**config.mk**
```make
export PLATFORM = sky130hd
export DESIGN_NAME = serial_paralelo_flat
export DESIGN_NICKNAME = d
export VERILOG_FILES = /design/src/rtl/serial_paralelo_pkg.sv /design/src/rtl/serial_paralelo_if.sv /design/src/rtl/serial_paralelo.sv /design/src/flat_wrapper.sv
export SDC_FILE = /design/constraint.sdc
export NUM_CORES = 1
export LEC_CHECK = 0
export BUFFER_PORTS_ARGS = -buffer_cell sky130_fd_sc_hd__buf_2
export CORE_UTILIZATION = 35
export CTS_CLUSTER_DIAMETER = 50
export CTS_CLUSTER_SIZE = 28
export DETAILED_ROUTE_END_ITERATION = 16
export SYNTH_ARGS = -nofsm -noshare
export SYNTH_HDL_FRONTEND = slang
export SYNTH_SLANG_ARGS = --single-unit
```
**constraint.sdc**
```tcl
create_clock -name clk_32f -period 2.8 [get_ports clk_32f]
set_input_delay 0.28 -clock clk_32f [delete_from_list [all_inputs] [get_ports clk_32f]]
set_output_delay 0.28 -clock clk_32f [all_outputs]
set_load 0.01 [all_outputs]
```
**src/rtl/serial_paralelo_pkg.sv**
```systemverilog
// Shared constants and state encoding for the serial link (paralelo_serial / serial_paralelo).
package serial_paralelo_pkg;

    localparam logic [7:0]  COMMA_SYM        = 8'hBC;
    localparam int unsigned BC_COUNT_DEFAULT = 4;

    typedef enum logic [1:0] {
        StHunt   = 2'd0,
        StSync   = 2'd1,
        StActive = 2'd2
    } state_e;

endpackage

```
**src/rtl/serial_paralelo_if.sv**
```systemverilog
// Serial-in / byte-out signal bundle of the receive deserializer.
interface serial_paralelo_if;

    logic       data_in;
    logic [7:0] data_out;
    logic       valid_out;
    logic       active;

    modport master (
        output data_in,
        input  data_out,
        input  valid_out,
        input  active
    );

    modport slave (
        input  data_in,
        output data_out,
        output valid_out,
        output active
    );

endinterface

```
**src/rtl/serial_paralelo.sv**
```systemverilog
// Receive deserializer: comma hunt, BC_COUNT-comma synchronization, MSB-first byte reassembly.
module serial_paralelo
    import serial_paralelo_pkg::*;
#(
    parameter logic [7:0]  COMMA    = COMMA_SYM,
    parameter int unsigned BC_COUNT = BC_COUNT_DEFAULT
) (
    input logic               clk_32f,
    input logic               reset,
    serial_paralelo_if.slave  bus
);

    state_e     state_q, state_d;
    logic [6:0] sr_q;
    logic [2:0] bit_cnt_q, bit_cnt_d;
    logic [3:0] bc_cnt_q, bc_cnt_d;
    logic [7:0] data_q, data_d;
    logic       valid_q, valid_d;

    logic [7:0] cand;
    logic       is_comma;
    logic       boundary;

    assign cand     = {sr_q, bus.data_in};
    assign is_comma = (cand == COMMA);
    assign boundary = (bit_cnt_q == 3'd7);

    always_comb begin
        state_d   = state_q;
        bit_cnt_d = bit_cnt_q + 3'd1;
        bc_cnt_d  = bc_cnt_q;
        data_d    = data_q;
        valid_d   = 1'b0;
        unique case (state_q)
            StHunt: begin
                // Bit-granular search; the comma just seen defines the byte phase.
                bit_cnt_d = '0;
                if (is_comma) begin
                    bc_cnt_d = 4'd1;
                    state_d  = (BC_COUNT == 1) ? StActive : StSync;
                end
            end
            StSync: begin
                if (boundary) begin
                    if (is_comma) begin
                        bc_cnt_d = bc_cnt_q + 4'd1;
                        if (({1'b0, bc_cnt_q} + 5'd1) == 5'(BC_COUNT)) begin
                            state_d = StActive;
                        end
                    end else begin
                        bc_cnt_d = '0;
                        state_d  = StHunt;
                    end
                end
            end
            StActive: begin
                if (boundary && !is_comma) begin
                    data_d  = cand;
                    valid_d = 1'b1;
                end
            end
            default: state_d = StHunt;
        endcase
    end

    always_ff @(posedge clk_32f) begin
        if (!reset) begin
            state_q   <= StHunt;
            sr_q      <= '0;
            bit_cnt_q <= '0;
            bc_cnt_q  <= '0;
            data_q    <= '0;
            valid_q   <= 1'b0;
        end else begin
            state_q   <= state_d;
            sr_q      <= cand[6:0];
            bit_cnt_q <= bit_cnt_d;
            bc_cnt_q  <= bc_cnt_d;
            data_q    <= data_d;
            valid_q   <= valid_d;
        end
    end

    assign bus.data_out  = data_q;
    assign bus.valid_out = valid_q;
    assign bus.active    = (state_q == StActive);

endmodule

```
**src/flat_wrapper.sv**
```systemverilog
// flat-port wrapper written by rule: the top's interface ports become plain ports
module serial_paralelo_flat import serial_paralelo_pkg::*;
#(
    parameter logic [7:0]  COMMA    = COMMA_SYM,
    parameter int unsigned BC_COUNT = BC_COUNT_DEFAULT
)
  (clk_32f, reset, bus_data_in, bus_data_out, bus_valid_out, bus_active);
  serial_paralelo_if bus_i ();
  input logic clk_32f;
  input logic reset;
  input wire logic [$bits(bus_i.data_in)-1:0] bus_data_in;
  output wire logic [$bits(bus_i.data_out)-1:0] bus_data_out;
  output wire logic [$bits(bus_i.valid_out)-1:0] bus_valid_out;
  output wire logic [$bits(bus_i.active)-1:0] bus_active;
  assign bus_i.data_in = bus_data_in;
  assign bus_data_out = bus_i.data_out;
  assign bus_valid_out = bus_i.valid_out;
  assign bus_active = bus_i.active;
  serial_paralelo #(.COMMA(COMMA), .BC_COUNT(BC_COUNT)) u_core (.clk_32f(clk_32f), .reset(reset), .bus(bus_i));
endmodule
```
==> summary.md <==
| Metric | Value |
|---|---|
| Fin worst setup slack | 1.052 ns |
| Post-Route WL | 1642 um |
| First-pass GRT wire length | 2835 um |
| Crit path max fanout | 8 |
| Worst Reg-to-Reg Cells | 6 |
| Core ar. | 2545 um^2 |
| Largest net degree at the start of global routing | 14 |
| Yosys top cell area share | 0.5155 |
| Total GRT Usage | 0.1380 |
| Hold_sp | bus_data_in |
| Area of the multi-input gates | 447.9 um^2 |
| Synth Flop Type | dfxtp_1 |
| Post-Syn Area per Cell | 10.22 um^2 |
| Distinct cells, synth | 29 |
| Slowest stage delay, CP | 0.46 ns |
| Critical path's slowest cell | a21oi_2 |
| Leak | 0.4460 nW |
| Worst path most repeated cell | ha_1 |
| Hold WS | 0.1995 ns |
| Post-DP Area | 1054 um^2 |
| Initial Util | 0.3815 |
| Yosys warning count | 0 |
| Deepest clock path buffer count | 2 |
| Clk_lat worst skew | 0.31 ns |
| First-pass iteration count of the detailed router | 4 |
| Crit path launch type | register |
| Fin crit share | 0.6242 |
| Root Buffer | clkbuf_4 |
| DIE AREA | 2989 um^2 |
| Post-Syn Area | 970.9 um^2 |
| EDFF count, synth | 0 |
| Reg clk slew, reported paths | 0.12 ns |
| Synth area leader | dfxtp_1 |
| Post-synthesis register bit count | 25 |
| R2r endpoint | u_core.bus.data_out[3] |
| Pwr dens | 483.3 nW/um^2 |
| DRC | 0 |
| Number of cells on the critical path | 6 |
| CP delay by family, top | compound AO/OA/AOI/OAI gates |
| Hold Path End | u_core.sr_q[0] |
| Antenna diode count | 0 |
| Final instance area | 1080 um^2 |
| Layout cell share with drive strength beyond 1 | 0.1927 |
| Tmin final | 1.748 ns |
| CTS tree | built |
| CTS H-tree depth | 1 |
| Number of nets in the layout | 116 |
| Drt wl/cell | 11.81 um |
| 1st-iter DRT viols | 5 |
| Max Cap Viol | 0 |
| Vias per inst | 4.921 |
| Dpl ws | 1.046 ns |
| Row Count | 18 |
| Worst path cell trace | ha_1 > ha_1 > nand3b_1 > a21oi_2 > mux2i_1 > nor2_1 |
| Slew Viols, Final | 0 |
| Antenna violations before repair | 0 |
| R2R Setup Slk | 1.05 ns |
| Post-CTS resize count | 0 |
| R2R Path Start | u_core.bit_cnt_q[0] |
| IO Port Bufs | 12 |
| Status | completed |
| Die Height | 54.67 um |
| CP Data Required Time | 3.00 ns |
| Vias in the first global route | 636 |
| Global placement routability congestion | 0.7724 |
| WP buf/inv | 0 |
| Via count | 684 |
| DIE WIDTH | 54.67 um |
| Final Skew | 0.002991 ns |
| Seq/Total Area, Yosys | 0.5155 |
| Fmax achieved | 572.1 MHz |
| Top post-synthesis cells by area | dfxtp_1 52%, mux2i_1 9.3%, and2_1 5.2% |
| Seq. cell area | 500.5 um^2 |
| Final hold vios | 0 |
| Slew Limit Headroom | 0.6215 |
| Clk sink count | 25 |
| Syn Inst Count | 95 |
| GR Overflow Total | 0 |
| Critical path type | register to register |
| HPWL Detailed | 1244 um |
| Worst hold-check path type | primary input to register |
| Asr flop ratio synth | 0 |
| Hold Path Stages | 2 |
| Endpoints failing setup | 0 |
| Post-CTS setup buffers | 0 |
| Setup tns final | 0 ns |
| Ports | 13 |
| Data arrival, critical path | 1.95 ns |
| VDD IR max | 0.3115 mV |
| Worst Setup End Kind | register |
| Filler cells | 271 |
| Slew of the pin with the lowest slew margin | 0.5678 ns |
| Total CTS buffers | 3 |
| Hold_buf cts | 0 |
| Remaining antenna violation count after routing | 0 |
| RSZ-0062 raised after global routing | false |
| Syn_nets | 101 |
| Area grow syn2layout | 11.21% |
[Yosys cell counts (all sizes together), types with 2 or more instances]
master  instances
mux2i           9
ha              3
a21oi           3
nor3            2
nand2b          3
nand3           2
o211ai          2
inv             2
dfxtp          25
nand4           2
nor2           12
and2           10
nor2b           2
a21boi          2
nand2           4
[cell type report]
class | count | share of cell area
Timing Repair Buffer | 12 | 0.05562
Clock buffer | 4 | 0.02433
Inverter | 2 | 0.006952
Tap cell | 30 | 0.03476
Sequential cell | 25 | 0.4635
Multi-Input combinational cell | 66 | 0.4148
[routing by layer]
metal | vias up | track usage | part of all wire
li1 | 357 | - | -
met1 | 315 | 0.1791 | 0.47
met2 | 10 | 0.2068 | 0.48
met3 | 2 | 0.03333 | 0.031
met4 | 0 | 0.07692 | 0.012
met5 | - | 0 | 0
[worst max path at each step]
stage	from	to	slack, ns
floorplan	u_core.bit_cnt_q[0]	u_core.bus.data_out[0]	1.26
global placement	u_core.bit_cnt_q[0]	u_core.bus.data_out[2]	1.08
detailed placement	u_core.bit_cnt_q[0]	u_core.bus.data_out[3]	1.05
CTS	u_core.bit_cnt_q[0]	u_core.bus.data_out[3]	1.02
global route	u_core.bit_cnt_q[0]	u_core.bus.data_out[6]	0.87
finish	u_core.bit_cnt_q[0]	u_core.bus.data_out[3]	1.05
[through the flow]
stage / power, W / instances / utilization
3_3_place_gp: 0.0003774 / 135 / 0.4140
2_1_floorplan: 0.0003747 / 95 / -
3_5_place_dp: 0.0003775 / 135 / 0.4140
6_report: 0.0005218 / 139 / 0.4243
5_1_grt: 0.0005486 / 139 / 0.4243
4_1_cts: 0.0005321 / 139 / 0.4243
[sequential cells by signal (all words and copies together), names as in the netlist]
name,count
u_core.bc_cnt_q,4
u_core.bit_cnt_q,3
u_core.bus.data_out,8
u_core.bus.valid_out,1
u_core.sr_q,7
u_core.state_q,2
[cell families after synthesis]
group | after synthesis | share of synthesized area
AOI/OAI and AO/OA | 11 | 0.08118
DFF | 25 | 0.5155
muxes | 9 | 0.09279
buffers and inverters | 4 | 0.02319
and+or+nand+nor | 43 | 0.2487
adders and majority gates | 3 | 0.03866
[cells in the final DEF, fill, tap and decap left out, drive strengths merged, types with 2 or more instances in the layout]
cell / count
nor3: 2
a21oi: 3
nand4: 2
nand2b: 3
inv: 2
and2: 10
clkbuf: 4
nor2: 12
mux2i: 9
buf: 12
a21boi: 2
nor2b: 2
o211ai: 2
ha: 3
nand2: 4
dfxtp: 25
nand3: 2
[where the power goes]
group	leakage, nW	total, W	switching [W]	internal, W
Combinational	0.229	0.00000973	0.00000641	0.00000332
Sequential	0.202	0.000359	0.00000154	0.000358
Clock	0.0150	0.000153	0.0000971	0.0000556
(Power assumes the default switching activity.)
